--- config.mk ---
export PLATFORM = sky130hd
export DESIGN_NAME = mxv_sequencer
export DESIGN_NICKNAME = d
export VERILOG_FILES = /design/src/rtl/mxv_pkg.sv /design/src/rtl/mxv_index_ctr.sv /design/src/rtl/mxv_sequencer.sv
export SDC_FILE = /design/constraint.sdc
export NUM_CORES = 1
export LEC_CHECK = 0
export BUFFER_PORTS_ARGS = -buffer_cell sky130_fd_sc_hd__clkbuf_2
export CAP_MARGIN = 20
export CORE_ASPECT_RATIO = 0.8
export CORE_UTILIZATION = 30
export DETAILED_ROUTE_END_ITERATION = 12
export PLACE_DENSITY = 0.56
export SLEW_MARGIN = 25
export SYNTH_ARGS = -nofsm -noshare
export SYNTH_HDL_FRONTEND = slang
export SYNTH_SLANG_ARGS = --single-unit
--- constraint.sdc ---
create_clock -name clk -period 3.02 [get_ports clk]
set_input_delay 0 -clock clk [delete_from_list [all_inputs] [get_ports clk]]
set_output_delay 0 -clock clk [all_outputs]
set_load 0.005 [all_outputs]
--- src/rtl/mxv_pkg.sv ---
// Shared types, default sizing and the lane-mask helper for the mxv sequencer.
package mxv_pkg;

    localparam int MAX_N_DEF = 8;
    localparam int LANES_DEF = 4;
    localparam int NW_DEF    = $clog2(MAX_N_DEF + 1);
    localparam int LW_DEF    = (LANES_DEF > 1) ? $clog2(LANES_DEF) : 1;

    typedef enum logic [2:0] {
        IDLE    = 3'd0,
        ERR     = 3'd1,
        LOAD    = 3'd2,
        OP      = 3'd3,
        RESULT  = 3'd4,
        TX_POP  = 3'd5,
        TX_SEND = 3'd6,
        DONE    = 3'd7
    } state_t;

    typedef logic [NW_DEF-1:0] cnt_t;
    typedef logic [LW_DEF-1:0] lane_idx_t;

    // Bit i is set when lane i maps onto a real row (row_base + i < n_q).
    // Returned 32 bits wide so any instance can truncate to its own LANES.
    function automatic logic [31:0] lane_mask(input int unsigned n_q,
                                              input int unsigned row_base);
        logic [31:0] m;
        m = 32'd0;
        for (int i = 0; i < 32; i++) begin
            m[i] = ((row_base + 32'(i)) < n_q);
        end
        return m;
    endfunction

endpackage

--- src/rtl/mxv_index_ctr.sv ---
// Bounded up-counter: synchronous clear, enable, wraps to zero after the
// terminal value 'limit'; tc flags cnt == limit.
module mxv_index_ctr #(
    parameter int W = 4
) (
    input  logic         clk,
    input  logic         rst,
    input  logic         clr,
    input  logic         en,
    input  logic [W-1:0] limit,
    output logic [W-1:0] cnt,
    output logic         tc
);

    logic [W-1:0] cnt_r;

    assign cnt = cnt_r;
    assign tc  = (cnt_r == limit);

    // count register: clear wins over enable, wrap at the terminal value
    always_ff @(posedge clk or negedge rst) begin
        if (!rst) begin
            cnt_r <= {W{1'b0}};
        end else if (clr) begin
            cnt_r <= {W{1'b0}};
        end else if (en) begin
            cnt_r <= tc ? {W{1'b0}} : (cnt_r + W'(1'b1));
        end
    end

endmodule

--- src/rtl/mxv_sequencer.sv ---
// Control sequencer for an N x N matrix by N-vector multiply on LANES parallel
// MAC lanes; results are collected per pass and drained to the UART TX path.
module mxv_sequencer
    import mxv_pkg::*;
#(
    parameter int MAX_N = MAX_N_DEF,
    parameter int LANES = LANES_DEF,
    parameter int NW    = $clog2(MAX_N + 1),
    parameter int LW    = (LANES > 1) ? $clog2(LANES) : 1
) (
    input  logic             clk,
    input  logic             rst,
    input  logic             start,
    input  logic [NW-1:0]    n,
    input  logic             op_empty,
    output logic             op_pop,
    output logic [LANES-1:0] lane_en,
    output logic             acc_clr,
    output logic [NW-1:0]    row_base,
    input  logic             res_full,
    output logic             res_push,
    output logic [LW-1:0]    res_lane,
    output logic             res_pop,
    output logic             tx_valid,
    input  logic             tx_ready,
    output logic             busy,
    output logic             done,
    output logic             err
);

    state_t state_r;
    state_t state_nxt_s;

    logic [NW-1:0] n_q_r;
    logic          n_cap_s;
    logic          n_ok_s;
    logic [NW-1:0] n_last_s;

    logic [NW-1:0] col_cnt_s;
    logic          col_tc_s;
    logic          col_clr_s;
    logic          col_inc_s;

    logic [LW-1:0] lane_cnt_s;
    logic          lane_tc_s;
    logic          lane_clr_s;
    logic          lane_inc_s;
    logic [LW-1:0] lane_last_s;

    logic [NW-1:0] pass_cnt_s;
    logic          pass_tc_s;
    logic          pass_clr_s;
    logic          pass_inc_s;
    logic [NW-1:0] pass_last_s;

    logic [NW-1:0] tx_cnt_s;
    logic          tx_tc_s;
    logic          tx_clr_s;
    logic          tx_inc_s;
    logic          tx_last_s;

    logic [NW-1:0]    row_base_s;
    logic [31:0]      rem_s;
    logic [NW-1:0]    active_s;
    logic [LANES-1:0] lane_mask_s;

    assign n_ok_s   = (n != {NW{1'b0}}) && (32'(n) <= 32'(MAX_N));
    assign n_last_s = n_q_r - NW'(1'b1);

    // Per-pass geometry: first row, number of live lanes and their mask.
    assign row_base_s  = NW'(32'(pass_cnt_s) * 32'(LANES));
    assign rem_s       = 32'(n_q_r) - 32'(row_base_s);
    assign active_s    = (rem_s < 32'(LANES)) ? NW'(rem_s) : NW'(LANES);
    assign lane_last_s = LW'(active_s - NW'(1'b1));
    assign lane_mask_s = LANES'(lane_mask(32'(n_q_r), 32'(row_base_s)));

    // Last pass index is floor((n_q-1)/LANES), i.e. row_base+LANES >= n_q.
    assign pass_last_s = NW'((32'(n_q_r) - 32'd1) / 32'(LANES));

    // Never send more words than the captured length, even on a corrupted count.
    assign tx_last_s = tx_tc_s || (tx_cnt_s > n_last_s);

    assign row_base = row_base_s;
    assign res_lane = lane_cnt_s;
    assign busy     = (state_r != IDLE);

    mxv_index_ctr #(.W(NW)) u_col_ctr (
        .clk   (clk),
        .rst   (rst),
        .clr   (col_clr_s),
        .en    (col_inc_s),
        .limit (n_last_s),
        .cnt   (col_cnt_s),
        .tc    (col_tc_s)
    );

    mxv_index_ctr #(.W(LW)) u_lane_ctr (
        .clk   (clk),
        .rst   (rst),
        .clr   (lane_clr_s),
        .en    (lane_inc_s),
        .limit (lane_last_s),
        .cnt   (lane_cnt_s),
        .tc    (lane_tc_s)
    );

    mxv_index_ctr #(.W(NW)) u_pass_ctr (
        .clk   (clk),
        .rst   (rst),
        .clr   (pass_clr_s),
        .en    (pass_inc_s),
        .limit (pass_last_s),
        .cnt   (pass_cnt_s),
        .tc    (pass_tc_s)
    );

    mxv_index_ctr #(.W(NW)) u_tx_ctr (
        .clk   (clk),
        .rst   (rst),
        .clr   (tx_clr_s),
        .en    (tx_inc_s),
        .limit (n_last_s),
        .cnt   (tx_cnt_s),
        .tc    (tx_tc_s)
    );

    // job length is captured on any start seen in IDLE, valid or not
    always_ff @(posedge clk or negedge rst) begin
        if (!rst) begin
            n_q_r <= {NW{1'b0}};
        end else if (n_cap_s) begin
            n_q_r <= n;
        end
    end

    // sequencer state register
    always_ff @(posedge clk or negedge rst) begin
        if (!rst) begin
            state_r <= IDLE;
        end else begin
            state_r <= state_nxt_s;
        end
    end

    // next-state, counter control and output decode
    always_comb begin
        state_nxt_s = state_r;
        n_cap_s     = 1'b0;
        col_clr_s   = 1'b0;
        col_inc_s   = 1'b0;
        lane_clr_s  = 1'b0;
        lane_inc_s  = 1'b0;
        pass_clr_s  = 1'b0;
        pass_inc_s  = 1'b0;
        tx_clr_s    = 1'b0;
        tx_inc_s    = 1'b0;
        op_pop      = 1'b0;
        lane_en     = {LANES{1'b0}};
        acc_clr     = 1'b0;
        res_push    = 1'b0;
        res_pop     = 1'b0;
        tx_valid    = 1'b0;
        done        = 1'b0;
        err         = 1'b0;

        case (state_r)
            IDLE: begin
                if (start) begin
                    n_cap_s = 1'b1;
                    if (n_ok_s) begin
                        col_clr_s   = 1'b1;
                        lane_clr_s  = 1'b1;
                        pass_clr_s  = 1'b1;
                        tx_clr_s    = 1'b1;
                        state_nxt_s = LOAD;
                    end else begin
                        state_nxt_s = ERR;
                    end
                end else begin
                    state_nxt_s = IDLE;
                end
            end
            ERR: begin
                err         = 1'b1;
                state_nxt_s = IDLE;
            end
            LOAD: begin
                if (op_empty) begin
                    state_nxt_s = LOAD;
                end else begin
                    op_pop      = 1'b1;
                    state_nxt_s = OP;
                end
            end
            OP: begin
                lane_en   = lane_mask_s;
                acc_clr   = (col_cnt_s == {NW{1'b0}});
                col_inc_s = 1'b1;
                if (col_tc_s) begin
                    lane_clr_s  = 1'b1;
                    state_nxt_s = RESULT;
                end else begin
                    state_nxt_s = LOAD;
                end
            end
            RESULT: begin
                if (res_full) begin
                    state_nxt_s = RESULT;
                end else begin
                    res_push   = 1'b1;
                    lane_inc_s = 1'b1;
                    if (!lane_tc_s) begin
                        state_nxt_s = RESULT;
                    end else if (pass_tc_s) begin
                        tx_clr_s    = 1'b1;
                        state_nxt_s = TX_POP;
                    end else begin
                        pass_inc_s  = 1'b1;
                        state_nxt_s = LOAD;
                    end
                end
            end
            TX_POP: begin
                res_pop     = 1'b1;
                state_nxt_s = TX_SEND;
            end
            TX_SEND: begin
                tx_valid = 1'b1;
                if (tx_ready) begin
                    tx_inc_s    = 1'b1;
                    state_nxt_s = tx_last_s ? DONE : TX_POP;
                end else begin
                    state_nxt_s = TX_SEND;
                end
            end
            DONE: begin
                done        = 1'b1;
                state_nxt_s = IDLE;
            end
            default: begin
                state_nxt_s = IDLE;
            end
        endcase
    end

endmodule

==> impl_results.md, run 1 <==
* Fin crit share at 89.5%
* Worst-margin pin slew at 0.552 ns
* Dpl cell area at 1900 um2
* Area grow syn2layout at 16.0%
* Routed wire length at 4070 um
* Worst Path Arrival at 2.90 ns
* Critical path required time at 3.22 ns
* Largest fanout on the critical path at 7
* Antenna Nets Post-Route at 0
* DR iter-0 viols at 75
* Max clock buf depth at 2
* Total gr overflow at 0
* Finished Layout Cells at 300
* Clock Tree Root: clkbuf_8
* Diode count at 0
* RR Startpoint: n_q_r[2]
* Number of global-route vias before repair at 1349
* Via density per instance at 4.92
* Synth Flop Type: dfrtp_1
* CTS Sinks at 21
* Post-synthesis async set-or-reset flop share at 100%
* Total negative slack at 0 ns
* Inst Count DP at 291
* Placement Rows at 24
* Crit path from: n_q_r[2]
* Syn Inst Count at 197
* Placeable Area at 5470 um2
* Chip width at 86.5 um
* Post-synthesis sequential area ratio at 30.6%
* Status: finished clean
* Worst Skew at 0.00326 ns
* CTS tree: done
* Total CTS buffers at 3
* Ports at 28
* Nets@finish at 247
* Crit end category: flop
* Total number of vias at 1476
* Cell area after layout at 1990 um2
* Initial core utilization at 31.4%
* Largest stage delay, worst path at 0.50 ns
* Worst-Skew Late Latency at 0.27 ns
* RePlAce Congestion at 0.834
* Synth Cell Area at 1720 um2
* Fmax at 370 MHz
* Post-DR wirelength/cell at 13.6 um
* Post-CTS setup buffer count at 0
* Netlist cell types at 53
* Die H at 69.6 um
* Layout cells sized above 1 at 16.2%
* Worst-path cell chain: inv_1, ha_1, fa_1, nand3b_1, or3_4, a21o_1, a2111oi_2, mux2i_1
* Residual DRC at 0
* Fin. max-slew vios at 0
* Pwr Density at 881 nW/um2
* Hold Fails Final Rpt at 0
* Tmin final at 2.70 ns
* Max-cap violations at 0
* Mean Syn Cell Area at 8.71 um2
* Total track usage at 14.6%
* Die area at 6030 um2
* Antenna violations before repair at 0
* Hold Path Class: input port to flop
* Largest net degree at the start of global routing at 22
* Total power at 1.75 mW
* DPL Wire Length at 3150 um
* Hold Crit Start: tx_ready
* Leak at 0.899 nW
* Worst vdd ir at 251 uV
* First-pass GRT wire length at 6780 um
* RSZ-0062 raised after global routing: no
* Dpl ws at 0.322 ns
* PortBufs at 25
* CP Class: flop to flop
* Slowest CP cell: fa_1
* Slew headroom at 63.2%
* Startpoint types: flop
* Post-route setup slack at 0.318 ns
* H-tree levels at 1
* Setup violators final at 0
* Synthesis warning total at 0
* Number of synthesized flops with an enable pin at 0
* Drt pass-1 iters at 4
* Seq cells post-synth at 21
* CTS clk-pin slew, worst paths at 0.08 ns
[layout make-up]
type / count / area, um2
clock buffer: 4 / 45.0
fill: 597 / 3470
inverter: 13 / 48.8
multi-input combinational: 152 / 1080
sequential: 21 / 526
tap: 78 / 97.6
timing repair buffer: 32 / 190
[layer usage]
metal	up-vias	share of wire (%)	track usage (%)
met4	0	0.66	3.33
met2	42	40	20.5
met1	681	54	22.4
met5	-	0	0
met3	4	5.3	3.33
li1	749	-	-
[worst paths after layout]
check	end	slack (ns)	cells after the start
max in group asynchronous	n_q_r[1]	2.41	2
hold / removal	state_r[0]	0.07	3
min in group asynchronous	state_r[2]	0.24	2
hold reg to reg	u_pass_ctr.cnt[2]	0.55	1
setup reg to reg	u_pass_ctr.cnt[3]	0.32	8
setup / recovery	u_pass_ctr.cnt[3]	0.32	8
[repair_timing]
item                       4_1_cts  5_1_grt
setup endpoints to repair        0        0
hold buffers                     5        0
hold endpoints to repair        25        0
resized for setup                0        0
[cells in the mapped netlist, drive strengths merged (2+ instances only)]
library cell	number	area (um2)
a21oi	10	50.1
a21boi	3	22.5
nor3b	2	15.0
ha	13	163
nand2b	4	25.0
nand3	7	35.0
nor2b	5	31.3
a21o	2	15.0
o211ai	2	15.0
or3	3	23.8
clkbuf	7	26.3
buf	5	35.0
a211oi	4	35.0
a31oi	3	18.8
nand3b	2	15.0
dfrtp	21	526
o21ai	11	55.1
nand4	3	18.8
nand2	23	86.3
nor3	7	40.0
nor2	6	22.5
xnor2	6	52.6
xor2	5	43.8
xnor3	2	45.0
and3	2	12.5
inv	13	48.8
mux2i	4	40.0
nor4b	3	26.3
[cell families (layout without fill, tap and decap cells)]
group	count (synthesis)	after routing	synth area share, %
adders and majority gates	14	14	10.6
other	1	2	0.219
DFF	21	21	30.6
and+or+nand+nor	72	72	22.8
xor gates and xnor gates	13	13	8.24
muxes	4	4	2.33
buffers and inverters	25	49	6.42
AOI/OAI and AO/OA	47	47	18.7
[registers in the layout, summed over array words and instances (netlist names)]
| signal | cells |
|---|---|
| n_q_r | 4 |
| u_lane_ctr.cnt | 2 |
| u_pass_ctr.cnt | 4 |
| state_r | 3 |
| u_tx_ctr.cnt | 4 |
| u_col_ctr.cnt | 4 |
[report_power, final]
part,switching [mW],total (mW),leakage [nW],internal (mW)
Sequential,0.159,0.524,0.272,0.365
Clock,0.103,0.197,0.0228,0.0944
Combinational,0.572,1.03,0.604,0.461
[critical path, delay by kind of cell (launching register included)]
family	cells	cell delay, ns
fa+ha+maj	2	0.71
compound gates	2	0.60
simple gates	2	0.49
flops	1	0.48
mux	1	0.22
buf+inv	1	0.13
[stage by stage]
stage | utilization [%] | hold WS, ns
after global placement | 34.7 | 0.0274
after detailed placement | 34.7 | 0.0232
after floorplan | - | -0.296
after CTS | 36.4 | 0.0718
after global routing | 36.4 | 0.103
final | 36.4 | 0.0680
[layout by cell type, fill, tap and decap left out, types with 2 or more instances in the layout]
| master | Yosys | layout |
|---|---|---|
| nand3_1 | 7 | 7 |
| xnor2_1 | 6 | 6 |
| o211ai_1 | 2 | 2 |
| ha_1 | 13 | 13 |
| xnor3_1 | 2 | 2 |
| nor2b_1 | 5 | 5 |
| a31oi_1 | 3 | 3 |
| nand2b_1 | 4 | 4 |
| nand4_1 | 3 | 3 |
| a21o_1 | 2 | 2 |
| dfrtp_1 | 21 | 21 |
| mux2i_1 | 4 | 4 |
| a21oi_1 | 10 | 10 |
| xor2_1 | 5 | 5 |
| clkbuf_8 | 0 | 3 |
| o21ai_0 | 7 | 7 |
| inv_1 | 13 | 13 |
| and3_1 | 2 | 2 |
| or3_1 | 2 | 2 |
| clkbuf_2 | 0 | 25 |
| nand3b_1 | 2 | 2 |
| nor2_1 | 6 | 6 |
| dlygate4sd3_1 | 0 | 5 |
| a211oi_1 | 3 | 3 |
| buf_4 | 4 | 2 |
| conb_1 | 1 | 2 |
| a21boi_1 | 2 | 2 |
| nand2_1 | 23 | 23 |
| nor4b_1 | 3 | 3 |
| o21ai_1 | 4 | 4 |
| nor3_1 | 6 | 6 |
| nor3b_1 | 2 | 2 |
(Power assumes the default switching activity.)
==> inputs of run 2 (changes only) <==
--- a/config.mk
+++ b/config.mk
@@ -8,9 +8,11 @@
 export BUFFER_PORTS_ARGS = -buffer_cell sky130_fd_sc_hd__clkbuf_2
 export CAP_MARGIN = 20
 export CORE_ASPECT_RATIO = 0.8
+export CORE_MARGIN = 2
 export CORE_UTILIZATION = 30
 export DETAILED_ROUTE_END_ITERATION = 12
 export PLACE_DENSITY = 0.56
+export REMOVE_ABC_BUFFERS = 1
 export SLEW_MARGIN = 25
 export SYNTH_ARGS = -nofsm -noshare
 export SYNTH_HDL_FRONTEND = slang
==> impl_results.md, run 2 (synthesis results as in run 1) <==
* Tmin final at 2.71 ns
* Hold Path Class: input port to flop
* Pwr Density at 880 nW/um2
* Layout cells sized above 1 at 17.0%
* Total CTS buffers at 3
* Area grow syn2layout at 16.6%
* Post-DR wirelength/cell at 13.9 um
* Inst Count DP at 292
* # hold bufs at CTS at 5
* Critical path required time at 3.22 ns
* Post-cts resize count at 0
* First-pass GRT wire length at 6970 um
* Sequential Power Share at 29.7%
* H-tree levels at 1
* Total track usage at 14.1%
* Hold Fails Final Rpt at 0
* Number of global-route vias before repair at 1378
* Largest fanout on the critical path at 7
* Setup violators final at 0
* DR iter-0 viols at 143
* CP Class: flop to flop
* Clock Tree Root: clkbuf_8
* CTS tree: done
* Initial core utilization at 31.2%
* Clock power frac at 11.6%
* Antenna Nets Post-Route at 0
* Placeable Area at 5500 um2
* CTS clk-pin slew, worst paths at 0.09 ns
* Sw Ratio at 47.8%
* Commonest non-fill, non-tap cell in the layout: clkbuf_2
* Die area at 6340 um2
* RSZ-0062 raised after global routing: no
* Via density per instance at 4.89
* Startpoint types: flop
* Antenna violations before repair at 0
* Largest net degree at the start of global routing at 22
* Leak at 0.907 nW
* Most frequent cells in the layout: 25 x clkbuf_2, 23 x nand2_1, 21 x dfrtp_1, 13 x inv_1, 13 x ha_1
* Hold Crit Start: tx_ready
* Fmax at 369 MHz
* Routed wire length at 4190 um
* Ports at 28
* Slew headroom at 59.7%
* Max clock buf depth at 2
* Diode count at 0
* Total number of vias at 1471
* Fin. max-slew vios at 0
* RePlAce Congestion at 0.864
* Nets@finish at 248
* Residual DRC at 0
* Worst-Skew Late Latency at 0.27 ns
* Post-CTS setup buffer count at 0
* Max-cap violations at 0
* Total negative slack at 0 ns
* Comb pwr share at 58.7%
* Drt pass-1 iters at 4
* RR Startpoint: n_q_r[2]
* Placement Rows at 24
* CTS Sinks at 21
* Worst-margin pin slew at 0.596 ns
* Worst vdd ir at 319 uV
* Worst Skew at 0.00158 ns
* Crit path from: n_q_r[2]
* Fin crit share at 89.6%
* Switch Pwr at 841 uW
* Finished Layout Cells at 301
* PortBufs at 25
* Crit end category: flop
* Total gr overflow at 0
* DPL Wire Length at 3200 um
* Chip width at 88.5 um
* Worst Path Arrival at 2.91 ns
* Status: finished clean
* Die H at 71.6 um
* Internal Pwr Total at 918 uW
-- run 2: cell types whose count changed in the layout (fill, tap and decap cells not counted), sizes merged --
cell    previous run  this run
clkinv             0         1
buf                2         3
clkbuf            29        28
-- run 2: final cells by class --
class	instances	area, um2
clock buffers	3	41.3
inverters	13	48.8
repair buffers	33	198
clock inverters	1	5.00
well taps	78	97.6
multi-input cells	152	1080
fillers	568	3500
flip-flops and latches	21	526
-- run 2: critical path, cell delays in order, from the launching register on --
cell and delay, ns:
dfrtp_1 0.47, inv_1 0.13, ha_1 0.21, fa_1 0.50, nand3b_1 0.10, or3_4 0.39
a21o_1 0.23, a2111oi_2 0.38, mux2i_1 0.22
-- run 2: path summary, 6_finish.rpt --
kind | end | slack (ns) | cells past startpoint
min | state_r[0] | 0.07 | 3
max reg2reg | u_pass_ctr.cnt[3] | 0.31 | 8
min reg2reg | u_pass_ctr.cnt[2] | 0.56 | 1
min in group asynchronous | u_lane_ctr.cnt[0] | 0.25 | 2
max in group asynchronous | u_tx_ctr.cnt[2] | 2.36 | 2
max | u_pass_ctr.cnt[3] | 0.31 | 8
-- run 2: power groups by stage --
| stage | Clock [mW] | Combinational, mW | Sequential, mW |
|---|---|---|---|
| CTS | 0.213 | 1.04 | 0.521 |
| global route | 0.222 | 1.18 | 0.543 |
| floorplan | 0 | 0.774 | 0.487 |
| finish | 0.204 | 1.03 | 0.522 |
| global placement | 0 | 1.03 | 0.524 |
| detailed placement | 0 | 1.03 | 0.526 |
-- run 2: per-stage QoR --
step	instance area (um2)	hold slack [ns]	util, %	setup slack (ns)	power [mW]
after floorplan	1660	-0.296	-	0.505	1.26
after global placement	1900	0.0317	34.6	0.409	1.56
after detailed placement	1900	0.0349	34.6	0.343	1.55
after CTS	2000	0.0687	36.4	0.293	1.77
after global routing	2000	0.101	36.4	0.143	1.94
final	2000	0.0700	36.4	0.314	1.76
-- run 2: layer usage --
layer	routed length, um	share of wire (%)	up-vias	global-route usage [%]
met5	0	0	-	0
met4	42	1.0	0	3.54
met3	215	5.1	4	2.53
met2	1640	39	34	19.2
met1	2300	55	684	22.7
li1	-	-	749	-
